File: config.mk
export PLATFORM = sky130hd
export DESIGN_NAME = serial_to_parallel
export DESIGN_NICKNAME = d
export VERILOG_FILES = /design/src/rtl/serial_to_parallel.sv
export SDC_FILE = /design/constraint.sdc
export NUM_CORES = 1
export LEC_CHECK = 0
export ABC_AREA = 1
export ABC_CLOCK_PERIOD_IN_PS = 3300
export CORE_MARGIN = 4
export CORE_UTILIZATION = 41
export CTS_BUF_LIST = sky130_fd_sc_hd__clkbuf_8
export CTS_CLUSTER_SIZE = 25
export DETAILED_ROUTE_END_ITERATION = 12
export HOLD_SLACK_MARGIN = 0.06
export PLACE_DENSITY = 0.76
export SYNTH_ARGS = -nofsm -noshare
export SYNTH_HDL_FRONTEND = slang
export SYNTH_SLANG_ARGS = --single-unit
File: constraint.sdc
create_clock -name clk -period 3.3 [get_ports clk]
set_input_delay 0.33 -clock clk [delete_from_list [all_inputs] [get_ports clk]]
set_output_delay 0.33 -clock clk [all_outputs]
set_load 0.005 [all_outputs]
File: src/rtl/serial_to_parallel.sv
// serial_to_parallel: gathers WIDTH qualified serial bits into one parallel word.
// The completed word is registered on dout_parallel, and dout_valid pulses for one cycle.
// Define S2P_LSB_FIRST_EN to make the first received bit land in dout_parallel[0].
// The default build is MSB-first: the first received bit lands in dout_parallel[WIDTH-1].
module serial_to_parallel #(
   parameter int WIDTH = 8
) (
   input  logic             clk,
   input  logic             rstn,
   input  logic             din_serial,
   input  logic             din_valid,
   output logic [WIDTH-1:0] dout_parallel,
   output logic             dout_valid
);

   localparam int             CNT_W = $clog2(WIDTH);
   localparam logic [CNT_W-1:0] LAST  = CNT_W'(WIDTH - 1);

   logic [WIDTH-1:0] shift_q;
   logic [WIDTH-1:0] shift_nxt;
   logic [CNT_W-1:0] cnt_q;
   logic             done;

   // Next shift-register value if the current bit is taken; the bit order is selected at build time
`ifdef S2P_LSB_FIRST_EN
   assign shift_nxt = {din_serial, shift_q[WIDTH-1:1]};
`else
   assign shift_nxt = {shift_q[WIDTH-2:0], din_serial};
`endif

   // The word completes on the edge that takes its last bit
   assign done = din_valid && (cnt_q == LAST);

   // Shift and count only on qualified bits, so an idle din_serial never disturbs state.
   // The shift register is not cleared at completion because the next word overwrites every bit.
   always_ff @(posedge clk) begin
      if (!rstn) begin
         shift_q       <= '0;
         cnt_q         <= '0;
         dout_parallel <= '0;
         dout_valid    <= 1'b0;
      end else begin
         dout_valid <= done;
         if (din_valid) begin
            shift_q <= shift_nxt;
            cnt_q   <= done ? '0 : cnt_q + 1'b1;
         end
         if (done) dout_parallel <= shift_nxt;
      end
   end

endmodule

Word level (Yosys, flattened, before mapping)
Index checks and enable logic that the tools add are counted.

Add/subtract/negate cells: 1. Equal/unequal tests: 1. Mux-type cells: 1. Reductions and logical operators: 1.

Operators with widths (count): $add A3 B1 Y3 const B (1); $eq A3 B3 Y1 const B (1); $mux W3 (1); $logic_and A1 B1 Y1 (1).

Register bits: 19. Input port bits: 4.

Depth between registers and ports, before layout
Gate-level depths: netlist of the first run.

Depth in word-level cells: 3. Mapped depth: 6. Gate-level depth less buffers: 6.

Least setup slack after synthesis of the first run
No wires, ideal clock.

Path kind: register to register. Start point: register cnt_q[0]. End point: register dout_parallel[3]. Arrival time: 1.013 ns. Slack: 2.175 ns. Cell stages (with the launch flop): 7. Clock period less this slack: 1.125 ns. Cells stage by stage: dfxtp_1 ha_1 ha_1 nand2_4 nor2_8 nand2_1 nand2_1.

Longest elaborated chain between the ends: 2.

RTL lines: start: declaration (line 21) `logic [CNT_W-1:0] cnt_q;`; start signal: assignment (line 46) `cnt_q <= done ? '0 : cnt_q + 1'b1;`; $eq A3 B3 Y1 (line 32) `assign done = din_valid && (cnt_q == LAST);`; $logic_and A1 B1 Y1 (line 32); end signal: assignment (line 48) `if (done) dout_parallel <= shift_nxt;`; end: declaration (line 12) `output logic [WIDTH-1:0] dout_parallel,`.

No other way between the ends. A chain may end at the register's enable or synchronous reset.

Worst setup path after layout of the first run
Start point: input din_valid. End point: register dout_parallel[5].

Longest elaborated chain between the ends: 1.

RTL lines: start: declaration (line 11) `input logic din_valid,`; $logic_and A1 B1 Y1 (line 32).

No other way between the ends.

==> results of run 1 <==
## flip-flops by register name (all words and copies together) (netlist names)
| signal | count |
|---|---|
| dout_parallel | 8 |
| dout_valid | 1 |
| shift_q | 7 |
| cnt_q | 3 |
## final cells by class
cell class              instances  area (um^2)
clock buffers                   3        41.29
clock inverters                 1        5.005
fillers                       140        700.7
inverters                       3        25.02
multi-input cells              59        291.5
flip-flops and latches         19        380.4
well taps                      24        30.03
repair buffers                 12        120.1
## where the power goes
part | internal [mW] | total [mW] | switching (mW)
clock | 0.0838 | 0.158 | 0.0739
sequential | 0.237 | 0.243 | 0.00538
combinational | 0.0120 | 0.0272 | 0.0152
total | 0.333 | 0.428 | 0.0945
## through the flow
step / hold slack [ns] / instance area [um^2]
finish: 0.4657 / 893.4
global route: 0.4818 / 893.4
CTS: 0.4708 / 893.4
detailed placement: 0.4593 / 847.1
global placement: 0.4519 / 847.1
floorplan: 0.4349 / 724.4
## cell usage in the layout, fill, tap and decap left out, drive strengths merged
cell type / count
ha: 2
nor2: 18
nand2: 16
dfxtp: 19
inv: 2
nand3: 9
clkinv: 1
clkdlybuf4s50: 12
o21ai: 8
bufinv: 1
clkbuf: 3
a21oi: 6
## worst max path at each step
stage / cells after the start / startpoint / end / slack (ns)
2_1_floorplan: 6 / cnt_q[0]$_SDFFE_PN0P_ / dout_parallel[3]$_SDFFE_PN0P_ / 2.17
3_3_place_gp: 5 / din_valid / dout_parallel[6]$_SDFFE_PN0P_ / 1.64
3_5_place_dp: 5 / din_valid / dout_parallel[6]$_SDFFE_PN0P_ / 1.60
6_report: 5 / din_valid / dout_parallel[5]$_SDFFE_PN0P_ / 1.84
4_1_cts: 1 / dout_parallel[0]$_SDFFE_PN0P_ / dout_parallel[0] / 1.86
5_1_grt: 5 / din_valid / dout_parallel[5]$_SDFFE_PN0P_ / 1.76
## tightest hold or removal path, stage by stage, from the launching register on
cell and delay (ns):
dfxtp_1 0.31, nand2_1 0.06, a21oi_1 0.05
## routing by layer
| layer | vias to the layer above | global-route usage |
|---|---|---|
| met5 | - | 0 |
| met4 | 0 | 0.08295 |
| met3 | 4 | 0.02711 |
| met2 | 15 | 0.1587 |
| met1 | 265 | 0.1394 |
| li1 | 298 | - |
## cells by family after synthesis
logic type,share of synthesized area
simple gates,0.2711
flops,0.5250
compound gates,0.09671
buf+inv,0.07252
fa+ha+maj,0.03454
==> flow_summary.yaml, run 1 <==
setup_path:
  cp_data_required_time_ns: 3.50
  r2r_end: "dout_parallel[5]$_SDFFE_PN0P_"
  worstRegToRegCells: 6
  cpMostUsedCell: "nand2_1"
  rr_startpoint: "cnt_q[0]$_SDFFE_PN0P_"
  rrSetupSlack_ns: 2.01
  crit_fanout: 17
  critPathKind: "in2reg"
  crit_slowest_cell: "clkdlybuf4s50_1"
  cpPeakStageDelay_ns: 0.84
  crit_family: "buffers and inverters"
  start_kind: "input port"
  crit_chain: "clkdlybuf4s50_1 > nand2_4 > nor2_8 > nand2_1 > nand2_1"
  cp-end-kind: "flip-flop"
  worstPathArrival_ns: 1.66
  critPathBufInv: 1
route:
  wl_per_cell_um: 10.29
  dr.pass1.iters: 4
  drtIter0Drc: 9
  drc: 0
  viasPerCell: 4.810
  wl_met2_um: 559
  wl_um: 1245
  vias: 582
  wl_met1_um: 606
  routed.top_layer: "met4"
  ant_nets: 0
  routed-wl-met3_um: 50
synth:
  synth.largest_area_cell: "dfxtp_1"
  ys_ff_latch: 19
  synthesis.nets: 90
  synth-async-reset-ratio: 0
  synth_most_common_cell: "dfxtp_1"
  yosys-top-cells-area: "dfxtp_1, nor2_1, nand2_1, nand3_1, a21oi_1"
  avgSynthCellArea_um2: 8.624
  synth-main-ff-cell: "dfxtp_1"
  synth_common_cells: "dfxtp_1, nor2_1, nand2_1, nand3_1, a21oi_1"
  yosys_warnings: 0
  ys_seq_area_frac: 0.5250
  netlist.area_leader.share: 0.5250
  synth-edff-count: 0
  syn_inst: 84
  synth_cell_types: 15
  synth_area_um2: 724.4
global_route:
  track_usage: 0.1103
  antenna_found_initial: 0
  grt_max_degree: 18
  grt_overflow_total: 0
  grt_pass1_vias: 505
  grt_first_pass_wirelength_um: 2104
worst_hold_path:
  min_from: "dout_parallel[7]$_SDFFE_PN0P_"
  min_path_cells: 2
  hp-class: "reg2reg"
  hold_end: "dout_parallel[7]$_SDFFE_PN0P_"
floorplan:
  die-area_um2: 2504
  coreArea_um2: 1594
  die_x_um: 50.04
  initial_core_util: 0.4545
  ios: 13
  row_count: 14
  die_h_um: 50.04
cts:
  tritoncts: "yes"
  cts_hold_buf: 0
  postCtsSetupBuffers: 0
  cts_sinks: 19
  clkTransAtPathRegs_ns: 0.07
  clkLatencyLatePin_ns: 0.25
  cts-root-buf: "clkbuf_8"
  cts-resized-gates: 0
  htreeDepth: 1
  cts_buffer_depth: 2
  cts_buffers: 3
timing:
  slew-limit-headroom: 0.6132
  finalHoldViolCount: 0
  rsz0062_at_grt: "no"
  setup_tns_ns: 0
  fin_crit_sh: 0.4423
  finalCriticalPeriod_ns: 1.460
  postLayoutSetupSlackWorst_ns: 1.840
  worstMarginPinSlew_ns: 0.5783
  fin_skew_ns: 0.003748
  max_freq_mhz: 685.1
  slew_violations: 0
  finalSetupViolations: 0
final_layout:
  area_growth_syn_to_layout_pct: 23.32
  final_layout_size_suffix_gt1_frac: 0.08247
  nets: 104
  finalNonFillerCells: 121
  utilization: 0.5604
  n_antenna_cell: 0
pwr:
  power_per_cell_area_nw_per_um2: 478.6
  leakagePower_nw: 0.3820
  peakVddDrop_mv: 0.3627
  power_uw: 427.5
placed_design:
  portBuffers: 12
  dp_slack_ns: 1.600
  placed_cells: 117
  globalplace.congestion: 0.7342
  hpwl_um: 886.3
outcome:
  status: "complete, no violations"
job:
  drv_cap: 0
Note: power is estimated with default switching activity, not from simulation.
==> inputs of run 2 (changes only) <==
Settings changed: ABC_CLOCK_PERIOD_IN_PS 3300 to 1400.
Clock period 3.3 ns to 1.4 ns, I/O delays scaled along.
==> flow_summary.yaml, run 2 (synthesized netlist as in run 1, its figures left out) <==
setup_path:
  rrSetupSlack_ns: 0.11
  r2r_end: "dout_parallel[6]$_SDFFE_PN0P_"
  rr_startpoint: "cnt_q[0]$_SDFFE_PN0P_"
  cp_data_required_time_ns: 1.60
  cp-end-kind: "flip-flop"
  endpoint: "dout_parallel[6]$_SDFFE_PN0P_"
  worstPathArrival_ns: 1.49
  start_kind: "flip-flop"
  crit_fanout: 9
  critPathKind: "reg2reg"
  startpoint: "cnt_q[0]$_SDFFE_PN0P_"
  worstRegToRegCells: 6
global_route:
  antenna_found_initial: 0
  grt_max_degree: 14
  grt_first_pass_wirelength_um: 2263
  grt_overflow_total: 0
  grt_pass1_vias: 496
  track_usage: 0.1220
floorplan:
  die_h_um: 50.04
  die_x_um: 50.04
  die-area_um2: 2504
  coreArea_um2: 1594
  initial_core_util: 0.4545
  row_count: 14
  ios: 13
timing:
  fin_skew_ns: 0.001711
  worstMarginPinSlew_ns: 0.3158
  finalSetupViolations: 0
  slew_violations: 0
  finalCriticalPeriod_ns: 1.286
  fin_crit_sh: 0.9185
  max_freq_mhz: 777.6
  finalHoldViolCount: 0
  rsz0062_at_grt: "no"
  setup_tns_ns: 0
  slew-limit-headroom: 0.7888
cts:
  cts_sinks: 19
  cts_buffer_depth: 2
  htreeDepth: 1
  postCtsSetupBuffers: 0
  cts-root-buf: "clkbuf_8"
  clkTransAtPathRegs_ns: 0.07
  clkLatencyLatePin_ns: 0.26
  cts_buffers: 3
  cts-resized-gates: 0
  cts_hold_buf: 0
  tritoncts: "yes"
final_layout:
  regMostFlops: "dout_parallel"
  largest_reg_flops: 8
  stdcell_area_um2: 915.9
  layout_common_cells: "dfxtp_1, nor2_1, nand2_1"
  nets: 107
  fill_cells: 149
  reg_top3: "dout_parallel: 8 flops, shift_q: 7 flops, cnt_q: 3 flops"
  final_layout_size_suffix_gt1_frac: 0.1100
  area_growth_syn_to_layout_pct: 26.42
  utilization: 0.5746
  n_antenna_cell: 0
  final_common_cell: "dfxtp_1"
  finalNonFillerCells: 124
route:
  wl_um: 1382
  ant_nets: 0
  drtIter0Drc: 10
  vias: 575
  wl_per_cell_um: 11.15
  drc: 0
  viasPerCell: 4.637
  dr.pass1.iters: 4
pwr:
  peakVddDrop_mv: 0.7249
  power_per_cell_area_nw_per_um2: 1121
  leakagePower_nw: 0.3964
  power_mw: 1.027
outcome:
  status: "complete, no violations"
placed_design:
  portBuffers: 12
  placed_cells: 120
  hpwl_um: 985.4
  globalplace.congestion: 0.7681
  placed_cell_area_um2: 869.6
worst_hold_path:
  min_from: "dout_parallel[0]$_SDFFE_PN0P_"
  hp-class: "reg2reg"
job:
  drv_cap: 0
run 2: cell count changes in the layout (fill, tap and decap cells not counted):
cell,previous run,this run
buf_4,0,3
run 2: critical path, stage by stage (launching register included):
cell,delay [ns]
dfxtp_1,0.36
ha_1,0.16
ha_1,0.30
nand2_4,0.15
nor2_8,0.14
nand2_1,0.06
nand2_1,0.05
run 2: layout make-up:
type / count / area, um^2 / area share
Multi-Input combinational cell: 59 / 291.5 / 0.3183
Tap cell: 24 / 30.03 / 0.03279
Clock inverter: 1 / 5.005 / 0.005464
Clock buffer: 3 / 41.29 / 0.04508
Timing Repair Buffer: 15 / 142.6 / 0.1557
Inverter: 3 / 25.02 / 0.02732
Sequential cell: 19 / 380.4 / 0.4153
run 2: worst min path at each step:
stage                               endpoint  slack (ns)  depth (start not counted)
5_1_grt        dout_parallel[0]$_SDFFE_PN0P_        0.48                          2
6_report       dout_parallel[0]$_SDFFE_PN0P_        0.46                          2
4_1_cts        dout_parallel[0]$_SDFFE_PN0P_        0.47                          2
3_3_place_gp   dout_parallel[7]$_SDFFE_PN0P_        0.45                          2
3_5_place_dp   dout_parallel[0]$_SDFFE_PN0P_        0.45                          2
2_1_floorplan        shift_q[0]$_SDFFE_PN0P_        0.27                          2
run 2: routing by layer:
metal,share of wire,track usage
met5,0,0
met4,0.018,0.08295
met2,0.47,0.1848
met1,0.47,0.1460
met3,0.042,0.03614
run 2: report_power, final:
| group | switching [mW] | internal (mW) |
|---|---|---|
| clock network | 0.184 | 0.198 |
| registers | 0.0129 | 0.559 |
| logic | 0.0389 | 0.0341 |
| total | 0.236 | 0.791 |
run 2: through the flow:
| stage | setup slack [ns] | hold WS [ns] |
|---|---|---|
| 3_5_place_dp | 0.08468 | 0.4539 |
| 4_1_cts | 0.1079 | 0.4660 |
| 2_1_floorplan | 0.2746 | 0.2749 |
| 3_3_place_gp | 0.1497 | 0.4490 |
| 5_1_grt | 0.01456 | 0.4809 |
| 6_report | 0.1140 | 0.4628 |
